File: config.mk
export PLATFORM = sky130hd
export DESIGN_NAME = if_id_queue
export DESIGN_NICKNAME = d
export VERILOG_FILES = /design/src/rtl/if_id_queue_pkg.sv /design/src/rtl/if_id_queue_wrap_counter.sv /design/src/rtl/if_id_queue.sv
export SDC_FILE = /design/constraint.sdc
export NUM_CORES = 1
export LEC_CHECK = 0
export BUFFER_PORTS_ARGS = -buffer_cell sky130_fd_sc_hd__clkbuf_2
export CAP_MARGIN = 20
export CORE_MARGIN = 2
export CORE_UTILIZATION = 52
export CTS_CLUSTER_DIAMETER = 150
export DETAILED_ROUTE_END_ITERATION = 16
export PLACE_DENSITY_LB_ADDON = 0.3
export SYNTH_ARGS = -nofsm -noshare
export SYNTH_HDL_FRONTEND = slang
export SYNTH_SLANG_ARGS = --single-unit
File: constraint.sdc
create_clock -name clk -period 5.9 [get_ports clk]
set_clock_uncertainty 0.05 [all_clocks]
set_input_delay 0.59 -clock clk [delete_from_list [all_inputs] [get_ports clk]]
set_output_delay 0.59 -clock clk [all_outputs]
set_load 0.02 [all_outputs]
File: src/rtl/if_id_queue_pkg.sv
// Shared pipeline definitions for the fetch/decode boundary.
// Default widths, the fetch entry record and the decode bubble encoding.
package if_id_queue_pkg;

   localparam int N_DEFAULT  = 64;
   localparam int IW_DEFAULT = 32;

   typedef struct packed {
      logic [N_DEFAULT-1:0]  pc;
      logic [IW_DEFAULT-1:0] instr;
   } fetch_entry_t;

   // Bubble encoding used by decode when it inserts a stall slot.
   localparam logic [IW_DEFAULT-1:0] NOP_INSTR = 32'hD503_201F;

endpackage

File: src/rtl/if_id_queue_wrap_counter.sv
// Modulo-DEPTH pointer with enable, synchronous clear and async reset.
// Used for both the write and read pointers of the fetch/decode queue.
module wrap_counter #(
   parameter int DEPTH = 4,
   parameter int W     = $clog2(DEPTH)
) (
   input  logic         clk,
   input  logic         reset,
   input  logic         en,
   input  logic         clr,
   output logic [W-1:0] value
);

   localparam logic [W-1:0] LAST = W'(DEPTH - 1);

   // Pointer register: clear beats advance, advance rolls LAST -> 0.
   always_ff @(posedge clk or posedge reset) begin
      if (reset) begin
         value <= {W{1'b0}};
      end else if (clr) begin
         value <= {W{1'b0}};
      end else if (en) begin
         value <= (value == LAST) ? {W{1'b0}} : value + W'(1);
      end else begin
         value <= value;
      end
   end

endmodule

File: src/rtl/if_id_queue.sv
// Fetch-to-decode instruction queue with first-word fall-through and flush.
// Occupancy count, not pointer comparison, tells full from empty.
module if_id_queue
   import if_id_queue_pkg::*;
#(
   parameter int N     = N_DEFAULT,
   parameter int IW    = IW_DEFAULT,
   parameter int DEPTH = 4
) (
   input  logic                     clk,
   input  logic                     reset,
   input  logic                     Valid_F,
   input  logic [N-1:0]             PC_F,
   input  logic [IW-1:0]            Instr_F,
   output logic                     Ready_F,
   input  logic                     Flush,
   output logic                     Valid_D,
   output logic [N-1:0]             PC_D,
   output logic [IW-1:0]            Instr_D,
   input  logic                     Ready_D,
   output logic [$clog2(DEPTH):0]   Count
);

   localparam int PW = $clog2(DEPTH);
   localparam int CW = PW + 1;

   typedef struct packed {
      logic [N-1:0]  pc;
      logic [IW-1:0] instr;
   } entry_t;

   entry_t          mem [DEPTH];
   logic [PW-1:0]   wr_ptr;
   logic [PW-1:0]   rd_ptr;
   logic [CW-1:0]   count_r;
   logic [CW-1:0]   count_nxt;
   logic            push;
   logic            pop;
   entry_t          head;

   assign Ready_F = (count_r != CW'(DEPTH));
   assign Valid_D = (count_r != {CW{1'b0}});
   assign Count   = count_r;

   // A flush cycle drops both the offered entry and any consume.
   assign push = Valid_F && Ready_F && !Flush;
   assign pop  = Valid_D && Ready_D && !Flush;

   wrap_counter #(.DEPTH(DEPTH), .W(PW)) u_wr_ptr (
      .clk   (clk),
      .reset (reset),
      .en    (push),
      .clr   (Flush),
      .value (wr_ptr)
   );

   wrap_counter #(.DEPTH(DEPTH), .W(PW)) u_rd_ptr (
      .clk   (clk),
      .reset (reset),
      .en    (pop),
      .clr   (Flush),
      .value (rd_ptr)
   );

   // Occupancy next-state.
   always_comb begin
      count_nxt = count_r;
      if (Flush) begin
         count_nxt = {CW{1'b0}};
      end else if (push && !pop) begin
         count_nxt = count_r + CW'(1);
      end else if (pop && !push) begin
         count_nxt = count_r - CW'(1);
      end else begin
         count_nxt = count_r;
      end
   end

   // Occupancy register.
   always_ff @(posedge clk or posedge reset) begin
      if (reset) begin
         count_r <= {CW{1'b0}};
      end else begin
         count_r <= count_nxt;
      end
   end

   // Entry storage; contents are meaningful only where count says so.
   always_ff @(posedge clk) begin
      if (push) begin
         mem[wr_ptr] <= '{pc: PC_F, instr: Instr_F};
      end
   end

   // Head presentation is forced to zero when empty so decode never sees stale data.
   always_comb begin
      head = mem[rd_ptr];
      if (Valid_D) begin
         PC_D    = head.pc;
         Instr_D = head.instr;
      end else begin
         PC_D    = {N{1'b0}};
         Instr_D = {IW{1'b0}};
      end
   end

endmodule
Yosys cells after proc, flatten, opt, wreduce, memory -nomap -nowiden
Memory sizes are Yosys's and may differ from the RTL's.
Index checks and enable logic that the tools add are counted.

cells by class
  multiplexer cells = 13
  equality and inequality tests = 3
  reduce and logical (&&, ||, !) cells = 13
  $add $sub $neg = 4

operators with widths
  cell                                                                count
  64-bit two-way mux                                                  1
  32-bit two-way mux                                                  1
  2-bit two-way mux                                                   6
  3-bit two-way mux                                                   3
  1-bit logical AND                                                   6
  3-bit nonzero test                                                  2
  2-bit by 1-bit adder with 2-bit output, second input constant       2
  2-bit equality test, second input constant                          2
  2-bit nonzero test                                                  2
  3-bit by 1-bit adder with 3-bit output, second input constant       1
  1-bit logical NOT                                                   3
  3-bit inequality test, second input constant                        1
  3-bit by 1-bit subtractor with 3-bit output, second input constant  1
  1-bit two-way mux                                                   2

storage, ports and cells
  input port bits = 101
  logic and storage cells = 37
  output and inout port bits = 101
  memories kept = 1
  flip-flop bits (word level) = 7
  bits in writable memories = 384

memory list
  memory  words  width  rd ports  clocked after memory_dff  write ports  line               text
  mem     4      96     1         0                         1            if_id_queue.sv:32  entry_t mem [DEPTH];

Logic depth before layout (Yosys ltp)
Gate-level depths: netlist of the first run.

  depth in word-level cells = 8
  depth in mapped cells = 10
  mapped depth without buffers = 9

By module
Synthesis of the first run repeated with hierarchy kept, for this count alone.

unflattened totals
  cell total of the unflattened synthesis = 664
  area, all modules = 14990.6 um^2

by module, submodules not included
  module        cells each  sequential area each (um^2)  area an instance (um^2)  times used
  if_id_queue   646         11606.1                      14782.9                  1
  wrap_counter  9           50.0                         103.8                    2

Least setup slack after synthesis of the first run
Ideal clock, no wire load.

  path kind = register to register
  start = register count_r[2] (netlist: Count[2])
  end = memory mem[0][0] (netlist bit) (enable)
  cell stages (with the launch flop) = 6
  arrival = 3.521 ns
  path buffers = 1
  period minus slack after synthesis = 4.037 ns
  setup time = 0.466 ns
  path slack = 1.863 ns
  data required time = 5.384 ns
  cell sequence = dfrtp_1 -> buf_2 -> or3b_1 -> nand2_1 -> nor2_1 -> and2_1

between the ends
  word-level cells in the longest chain between the ends = 5

RTL lines
  element                                  line               text
  from (decl)                              if_id_queue.sv:35  logic [CW-1:0] count_r;
  from (signal assigned)                   if_id_queue.sv:82  count_r <= {CW{1'b0}};
  from (signal assigned)                   if_id_queue.sv:84  count_r <= count_nxt;
  3-bit inequality test                    if_id_queue.sv:41  assign Ready_F = (count_r != CW'(DEPTH));
  net Ready_F                              if_id_queue.sv:15  output logic Ready_F,
  1-bit logical AND (2 in a row)           if_id_queue.sv:46  assign push = Valid_F && Ready_F && !Flush;
  1-bit two-way mux                        if_id_queue.sv:90  if (push) begin
  1-bit two-way mux (implied by the code)  if_id_queue.sv:91  mem[wr_ptr] <= '{pc: PC_F, instr: Instr_F};
  to (decl)                                if_id_queue.sv:32

The timed path passes the listed nets, and every way through them passes these cells.

Final worst setup path of the first run
  start = register u_rd_ptr.value[0]
  end = output port PC_D[33]

between the ends
  word-level cells in the longest chain between the ends = 2

RTL lines
  element                 line                            text
  from (decl)             if_id_queue_wrap_counter.sv:11  output logic [W-1:0] value
  from (signal assigned)  if_id_queue_wrap_counter.sv:19  value <= {W{1'b0}};
  from (signal assigned)  if_id_queue_wrap_counter.sv:21  value <= {W{1'b0}};
  from (signal assigned)  if_id_queue_wrap_counter.sv:23  value <= (value == LAST) ? {W{1'b0}} : value + W'(1);
  memory read 4 x 96 bit  n/a
  64-bit two-way mux      if_id_queue.sv:98               if (Valid_D) begin
  to (decl)               if_id_queue.sv:18               output logic [N-1:0] PC_D,

Every way passes these cells.

==> results by group, run 1 <==
Timing
  • Hold Fails Final Rpt: 0
  • Fin worst setup slack: between 2000 and 2500 ps
  • Max Slew Vio Count: 0
  • Final Cycle Share: 61.34%
  • Setup Viol. Count Final: 0
  • Tightest Pin Transition: approximately 1000 ps
  • Post-layout min period: 3619 ps
  • Setup TNS: 0 ps
  • Slew margin rel.: between 30% and 40%
  • F_max: approximately 280 MHz
  • RSZ-0062 raised after global routing: false

Yosys
  • Synthesized flop and latch total: between 300 and 400
  • Syn_nets: 780
  • Syn Area/Cell: between 20 and 25 um2
  • FFs w/ async S/R, synth: under 10%
  • Most common cell in the netlist: edfxtp_1
  • Largest cells by area after synthesis: edfxtp_1 77%, mux4_2 14%, and2_1 4.2%, dfrtp_1 1.2%, buf_2 0.50%
  • Mapped Area: 0.01503 mm2
  • Synth area leader: edfxtp_1
  • Ys flop type: edfxtp_1
  • Syn Inst Count: between 600 and 700
  • Synth Warn #: 0
  • Post-synthesis sequential area ratio: ~78%
  • Top cells by count, synth: 384 x edfxtp_1, 101 x and2_1, 96 x mux4_2
  • Number of synthesized flops with an enable pin: approximately 380
  • Count of cell types in the netlist: 29
  • Synth top area share: about three quarters

Final layout
  • Area growth from synthesis to layout: 17.43%
  • Share of cells above drive strength 1: between 30% and 40%
  • Multi-input combinational cell area: 0.003092 mm2
  • FILL cells: 2,078
  • Final Util: between 60% and 70%
  • Fin cells: 1,299
  • Reg area: roughly 0.012 mm2
  • Layout Nets: a little under 1,000
  • # diodes: 0

CTS
  • CTS buffer count: 40
  • TritonCTS clock tree: done
  • Post_cts resized: 0
  • CTS Root Cell: clkbuf_16
  • Cts hold-fix bufs: 1
  • Worst-Skew Late Latency: about 510 ps
  • CTS max path bufs: 3
  • Clock Pin Slew Worst Setup and Hold Paths: ~60 ps
  • Setup bufs post-CTS: 0
  • Sink Count: about 390
  • H-tree depth: 2

Global route
  • Initial antenna violation count: 2
  • Largest net degree at the start of global routing: between 60 and 70
  • Overall global routing resource usage: around a fifth
  • Global-route wire length before repair: around 43,000 um
  • Grt ovf: 0
  • Number of global-route vias before repair: between 7,000 and 8,000

Critical path
  • Peak fanout along the critical path: 55
  • CP Data Arrival Time: ~3000 ps
  • CP startpoint kind: register
  • Crit end category: output pin
  • Req. time, crit path: about 5300 ps
  • Worst setup path category: reg -> out

Power and ir drop
  • Final Power: 7.910 mW
  • Leakage: about 6 nW
  • Maximum vdd ir drop: 0.0003614 V
  • Power per cell area: 448.2 mW/mm2

Die
  • Core Box Area: 0.02855 mm2
  • FP Rows: 62
  • Ports: roughly 200
  • Chip Width: ~170 um
  • Die height: roughly 170 um
  • Initial Util: a little over half
  • Die Area: 0.03028 mm2

Drt
  • Antenna viol nets, final: 0
  • Drt first-iter violations: 438
  • WL final: 27,260 um
  • Detailed-route wire length per cell: 20.98 um
  • DRT Pass-1 Iters: 4
  • Number of vias per cell: around 5.5
  • DRC errors left: 0
  • Vias: 7,105

Placement
  • Hpwl dp: 15,540 um
  • Port Buf Inserts: 201
  • Post-place setup slack: 2693 ps
  • Cell Count Post-Placement: 1,228
  • Routability congestion estimate: 0.7311

Flow run
  • Number of max-cap violations: 0

Hold path
  • Hold crit path type: in -> reg

Outcome
  • Outcome: finished, final reports clean
## layout by cell type, fill, tap and decap left out, types with 5 or more instances in the layout
cell	instances
dfrtp_1	5
nor2_1	6
clkinv_1	9
edfxtp_1	384
nand2_1	7
clkbuf_16	41
ha_1	5
clkbuf_2	201
clkinv_2	5
clkbuf_1	10
and2_1	97
buf_4	7
inv_1	6
mux4_2	96
## power by group
part	switching (mW)	leakage (nW)	internal, mW
Clock	0.956	0.607	1.44
Combinational	1.24	1.83	0.876
Sequential	0.144	3.57	3.25
## cell type report
| class | count | share of cell area [%] |
|---|---|---|
| flip-flops and latches | 391 | 66.38 |
| inverters | 6 | 0.1276 |
| well taps | 384 | 2.723 |
| multi-input cells | 238 | 17.52 |
| repair buffers | 210 | 6.168 |
| clock buffers | 51 | 6.027 |
| clock inverters | 19 | 1.056 |
## layer usage
layer,global-route usage [%],wire length (um)
met5,0,27
met4,4.832,619
met3,6.015,2198
met2,30.74,13360
met1,24.26,11050
## logic make-up (layout without fill, tap and decap cells)
kind of cell,after synthesis,in the layout,synth area share [%]
AND/OR/NAND/NOR,121,121,4.804
flip-flops,391,391,77.90
multiplexers,97,97,14.45
buffers and inverters,44,286,1.607
XOR/XNOR,5,5,0.2915
AO/OA/AOI/OAI,9,9,0.3996
adder cells (fa/ha/maj),6,6,0.5495
## per-stage QoR
stage	area (um2)	hold WS, ps
finish	17650	239.3
CTS	17650	216.4
global route	17650	226.2
detailed placement	16390	475.8
global placement	16390	477.6
floorplan	15030	343.4
## worst max-delay path, cell delays in order, from the launching register on
cell and delay [ps]:
dfrtp_4 1040, buf_12 470, mux4_2 580, and2_1 190
clkbuf_2 160
## sequential cells by signal, indices dropped and copies added (netlist names)
name,cells
mem,384
u_wr_ptr.value,2
Count,3
u_rd_ptr.value,2
## final timing paths
kind                       depth (start not counted)                end         startpoint  slack (ps)
min in group asynchronous                          3  u_rd_ptr.value[1]              reset         500
max in group asynchronous                          3  u_rd_ptr.value[0]              reset        5030
min                                                1         mem[3][50]           PC_F[18]         240
min reg2reg                                        2  u_wr_ptr.value[1]  u_wr_ptr.value[1]         540
max reg2reg                                        7           Count[1]           Count[0]        2810
max                                                4           PC_D[33]  u_rd_ptr.value[0]        2280
No activity file was read; power rests on OpenSTA's default activity.
==> run 2: changes to the inputs <==
- clock period: 5.9 -> 3.6 ns (I/O delays scaled with it)
==> results by group, run 2 (same netlist as run 1, synthesis figures left out) <==
Die
  • Die height: 174 um (unchanged)
  • Die Area: 0.03028 mm2 (unchanged)
  • Ports: 202 (unchanged)
  • Core Box Area: 0.02855 mm2 (unchanged)
  • Chip Width: 174 um (unchanged)
  • FP Rows: 62 (unchanged)
  • Initial Util: 52.64% (unchanged)

Global route
  • Grt ovf: 0 (unchanged)
  • Initial antenna violation count: 3 (+1)
  • Number of global-route vias before repair: 7,709 (+0.74%)
  • Overall global routing resource usage: 18.78% (+0.15 points)
  • Global-route wire length before repair: 43,450 um (+0.75%)
  • Largest net degree at the start of global routing: 100 (+61%)

Critical path
  • Reg2reg end: Count[1]
  • Crit end category: output pin
  • CP Data Arrival Time: 2650 ps (-330 ps)
  • Req. time, crit path: 3190 ps (-2070 ps)
  • Worst setup path category: reg -> out
  • Reg2Reg Depth: 8 (+1)
  • CP startpoint kind: register
  • Worst reg-to-reg setup slack: 920 ps (-1890 ps)
  • Critical R2R Launch: Count[2]
  • Peak fanout along the critical path: 31 (-44%)

Placement
  • Routability congestion estimate: 0.7532 (+3.0%)
  • Hpwl dp: 16,830 um (+8.3%)
  • Area post-placement: 0.01654 mm2 (+0.92%)
  • Cell Count Post-Placement: 1,238 (+0.81%)
  • Port Buf Inserts: 201 (unchanged)
  • Post-place setup slack: 912.9 ps (-1780 ps)

Final layout
  • Commonest non-fill, non-tap cell in the layout: edfxtp_1
  • Share of cells above drive strength 1: 39.35% (-0.32 points)
  • Post-route cell area: 0.01810 mm2 (+2.6%)
  • Reg area: 0.01171 mm2 (unchanged)
  • Layout Nets: 1,030 (+3.6%)
  • Final Util: 63.41% (+1.6 points)
  • Largest register FFs: 384 (unchanged)
  • Area growth from synthesis to layout: 20.45%
  • Fin cells: 1,338 (+3.0%)
  • FILL cells: 2,006 (-3.5%)
  • Most frequent cells in the layout: 384 x edfxtp_1, 201 x clkbuf_2, 97 x and2_1
  • Biggest register: mem
  • Multi-input combinational cell area: 0.003092 mm2 (unchanged)

CTS
  • Worst-Skew Late Latency: 500 ps (about the same)
  • TritonCTS clock tree: done
  • Sink Count: 391 (unchanged)
  • Clock Pin Slew Worst Setup and Hold Paths: 60 ps (about the same)
  • CTS Root Cell: clkbuf_16
  • Post_cts resized: 0 (unchanged)
  • CTS buffer count: 40 (unchanged)
  • H-tree depth: 2 (unchanged)
  • CTS max path bufs: 3 (unchanged)

Drt
  • DR top layer: met5
  • Drt first-iter violations: 431 (-1.6%)
  • Antenna viol nets, final: 0 (unchanged)
  • Number of vias per cell: 5.427 (-0.78%)
  • Wl on met1: 11,560 um (+4.6%)
  • Detailed-route wire length per cell: 20.98 um (about the same)
  • Met2 routed WL: 13,890 um (+4.0%)
  • DRC errors left: 0 (unchanged)
  • DR WL met3: 2019 um (-8.1%)
  • Vias: 7,261 (+2.2%)
  • DRT Pass-1 Iters: 6 (+2)
  • WL final: 28,070 um (+3.0%)

Power and ir drop
  • Final Power: 13.13 mW (+66%)
  • Power per cell area: 725.4 mW/mm2 (+62%)
  • Leakage: 6.207 nW (+3.3%)
  • Maximum vdd ir drop: 0.0004333 V (+20%)

Hold path
  • Hold endpoint: mem[0][54]
  • Hold crit path type: in -> reg
  • Worst hold path depth: 1 (unchanged)
  • Critical hold path startpoint: PC_F[22]

Timing
  • Fin worst setup slack: 535.2 ps (-1746 ps)
  • Setup Viol. Count Final: 0 (unchanged)
  • Hold Fails Final Rpt: 0 (unchanged)
  • Setup TNS: 0 ps (unchanged)
  • RSZ-0062 raised after global routing: false
  • F_max: ~330 MHz
  • Tightest Pin Transition: 978.6 ps (-24.21 ps)
  • Fin Hold WS: 17.42 ps (-221.9 ps)
  • Slew margin rel.: 34.76% (+1.6 points)
  • Post-layout min period: about 3100 ps
  • Max Slew Vio Count: 0 (unchanged)
  • Final Cycle Share: between 80% and 90%

Flow run
  • Number of max-cap violations: 0 (unchanged)

Outcome
  • Outcome: finished, final reports clean
==> run 2: cell count changes in the layout (fill, tap and decap cells not counted), sizes merged <==
cell         previous run  this run
clkbuf                252       253
clkinv                 14        15
diode                   0         1
dlygate4sd3             1        27
buf                     8        18
==> run 2: final cells by class <==
class | count | area share, %
Clock buffer | 52 | 6.014
Sequential cell | 391 | 64.71
Multi-Input combinational cell | 238 | 17.08
Timing Repair Buffer | 246 | 8.281
Inverter | 6 | 0.1244
Tap cell | 384 | 2.654
Antenna cell | 1 | 0.01382
Clock inverter | 20 | 1.120
==> run 2: critical path: stages, from the launching register on <==
cell and delay (ps):
dfrtp_4 850, buf_4 420, mux4_2 540, and2_1 180, clkbuf_2 150
==> run 2: worst max-delay path by stage <==
| stage | from | end | cells after the start |
|---|---|---|---|
| 6_report | u_rd_ptr.value[0] | Instr_D[27] | 4 |
| 5_1_grt | u_rd_ptr.value[0] | Instr_D[11] | 4 |
| 4_1_cts | u_rd_ptr.value[0] | Instr_D[27] | 4 |
| 3_5_place_dp | Count[2] | Count[1] | 8 |
| 3_3_place_gp | u_rd_ptr.value[0] | Instr_D[11] | 4 |
| 2_1_floorplan | Count[2] | mem[0][0] | 5 |
==> run 2: timing repair <==
item / CTS / global route
hold buffers: 26 / 1
setup buffers: 0 / 0
endpoints found under the hold margin: 104 / 3
==> run 2: where the power goes <==
part / total [mW] / internal [mW] / switching [mW]
clock network: 4.00 / 2.42 / 1.58
registers: 5.47 / 5.32 / 0.155
logic: 3.66 / 1.50 / 2.16
==> run 2: per-layer routing <==
layer | up-vias | global-route usage [%]
met3 | 51 | 5.074
li1 | 3239 | -
met5 | - | 0
met4 | 4 | 4.937
met1 | 3757 | 24.83
met2 | 210 | 31.32
==> run 3: changes to the inputs <==
- PLACE_DENSITY: unset -> 0.84
- PLACE_DENSITY_LB_ADDON: 0.3 -> unset
==> results by group, run 3 (same netlist as run 1, synthesis figures left out) <==
Outcome
  • Outcome: finished, final reports clean

Drt
  • Detailed-route wire length per cell: 21.21 um (+1.1%)
  • DRT Pass-1 Iters: 6 (unchanged)
  • Drt first-iter violations: 553 (+28%)
  • Number of vias per cell: 5.494 (+1.2%)
  • Vias: 7,219 (-0.58%)
  • DRC errors left: 0 (unchanged)
  • Antenna viol nets, final: 0 (unchanged)
  • WL final: 27,870 um (-0.73%)

Critical path
  • Reg2Reg Depth: 8 (unchanged)
  • Worst setup path category: reg -> out
  • CP Cell Sequence: buf_12 -> mux4_2 -> and2_1 -> clkbuf_2
  • Worst path slowest cell: dfrtp_4
  • Req. time, crit path: 3190 ps (about the same)
  • Critical R2R Launch: Count[2]
  • Crit path launch: u_rd_ptr.value[0]
  • CP startpoint kind: register
  • Crit end category: output pin
  • CP Data Arrival Time: 2660 ps (about the same)
  • Peak fanout along the critical path: 36 (+16%)
  • Crit path largest cell delay: 920 ps (+70 ps)

Die
  • Chip Width: 174 um (unchanged)
  • Die Area: 0.03028 mm2 (unchanged)
  • Ports: 202 (unchanged)
  • FP Rows: 62 (unchanged)
  • Initial Util: 52.64% (unchanged)
  • Die height: 174 um (unchanged)
  • Core Box Area: 0.02855 mm2 (unchanged)

CTS
  • H-tree depth: 2 (unchanged)
  • CTS buffer count: 39 (-2.5%)
  • Setup bufs post-CTS: 0 (unchanged)
  • CTS Root Cell: clkbuf_16
  • CTS max path bufs: 3 (unchanged)
  • Sink Count: 391 (unchanged)
  • Clock Pin Slew Worst Setup and Hold Paths: 60 ps (about the same)
  • Post_cts resized: 0 (unchanged)
  • TritonCTS clock tree: done
  • Worst-Skew Late Latency: 510 ps (about the same)

Timing
  • Max Slew Vio Count: 0 (unchanged)
  • RSZ-0062 raised after global routing: false
  • F_max: 325.5 MHz (-0.23%)
  • Slew margin rel.: 37.45% (+2.7 points)
  • Hold Fails Final Rpt: 0 (unchanged)
  • Post-layout min period: 3072 ps (+7.193 ps)
  • Setup Viol. Count Final: 0 (unchanged)
  • Setup TNS: 0 ps (unchanged)
  • Tightest Pin Transition: 938.2 ps (-40.43 ps)
  • Final Cycle Share: 85.33% (+0.20 points)

Final layout
  • Area growth from synthesis to layout: 18.62%
  • Biggest register: mem
  • Layout Nets: 1,009 (-2.0%)
  • Share of cells above drive strength 1: 39.78% (+0.44 points)
  • # diodes: 0 (-1)
  • Commonest non-fill, non-tap cell in the layout: edfxtp_1
  • Most frequent cells in the layout: 384 x edfxtp_1, 201 x clkbuf_2, 97 x and2_1
  • Post-route cell area: 0.01783 mm2 (-1.5%)
  • Fin cells: 1,314 (-1.8%)
  • Largest register FFs: 384 (unchanged)

Global route
  • Overall global routing resource usage: 18.68% (-0.099 points)
  • Largest net degree at the start of global routing: 100 (unchanged)
  • Number of global-route vias before repair: 7,718 (+0.12%)
  • Initial antenna violation count: 2 (-1)
  • Global-route wire length before repair: 43,120 um (-0.76%)
  • Grt ovf: 0 (unchanged)

Flow run
  • Number of max-cap violations: 0 (unchanged)

Placement
  • Hpwl dp: 16,580 um (-1.5%)
  • Port Buf Inserts: 201 (unchanged)
  • Area post-placement: 0.01653 mm2 (about the same)
  • Cell Count Post-Placement: 1,235 (-0.24%)
  • Routability congestion estimate: 0.7329 (-2.7%)

Hold path
  • Hold crit path type: in -> reg
  • Worst hold path depth: 1 (unchanged)
  • Critical hold path startpoint: PC_F[17]

Power and ir drop
  • Leakage: 6.082 nW (-2.0%)
  • Power per cell area: 722.6 mW/mm2 (-0.38%)
  • Final Power: 12.88 mW (-1.9%)
  • Maximum vdd ir drop: 0.0005186 V (+20%)
run 3: cell types whose count changed in the layout (fill, tap and decap cells not counted), sizes merged:
cell and delta:
buf -3, dlygate4sd3 -17, bufinv -2, diode -1, clkbuf -1
run 3: worst max-delay path: cells and delay by family, from the launching register on:
kind	cells	cell delay (ps)
buffers and inverters	2	480
and+or+nand+nor	1	190
DFF	1	920
muxes	1	520
run 3: layout make-up:
| class | count | area (um2) |
|---|---|---|
| clock buffer | 51 | 1064 |
| timing repair buffer | 226 | 1319 |
| clock inverter | 18 | 132.6 |
| multi-input combinational | 238 | 3095 |
| inverter | 6 | 22.52 |
| sequential | 391 | 11710 |
| tap | 384 | 480.5 |
| fill | 2001 | 10720 |
run 3: repair_timing:
item	in CTS	in global routing
hold endpoints to repair	32	4
endpoints found under the setup margin	0	0
hold buffers	8	2
run 3: worst paths after layout:
path / endpoint / slack [ps]
worst max-delay path: PC_D[40] / 530
worst min-delay path: mem[0][49] / 20
worst max register to register: Count[1] / 850
worst min register to register: u_wr_ptr.value[1] / 550
max in group asynchronous: u_rd_ptr.value[1] / 2910
min in group asynchronous: u_rd_ptr.value[0] / 310
run 3: through the flow:
step / hold slack (ps) / setup slack, ps / utilization [%]
final: 21.22 / 528.0 / 62.45
after floorplan: 113.4 / 627.1 / -
after detailed placement: 264.2 / 935.8 / 57.91
after global placement: 257.9 / 1002 / 57.91
after global routing: 2.534 / 349.1 / 62.45
after CTS: 0.3044 / 440.2 / 62.38
run 3: power by group:
group | internal, mW | switching [mW]
Clock | 2.22 | 1.55
Sequential | 5.32 | 0.200
Combinational | 1.50 | 2.09
run 3: metal layers:
metal  up-vias  GRT usage [%]  part of all wire, %
met4         4          4.902                  2.0
met1      3691          24.29                   40
met5         -              0                0.097
met3        50          4.965                  8.1
met2       294          31.66                   50
li1       3180              -                    -
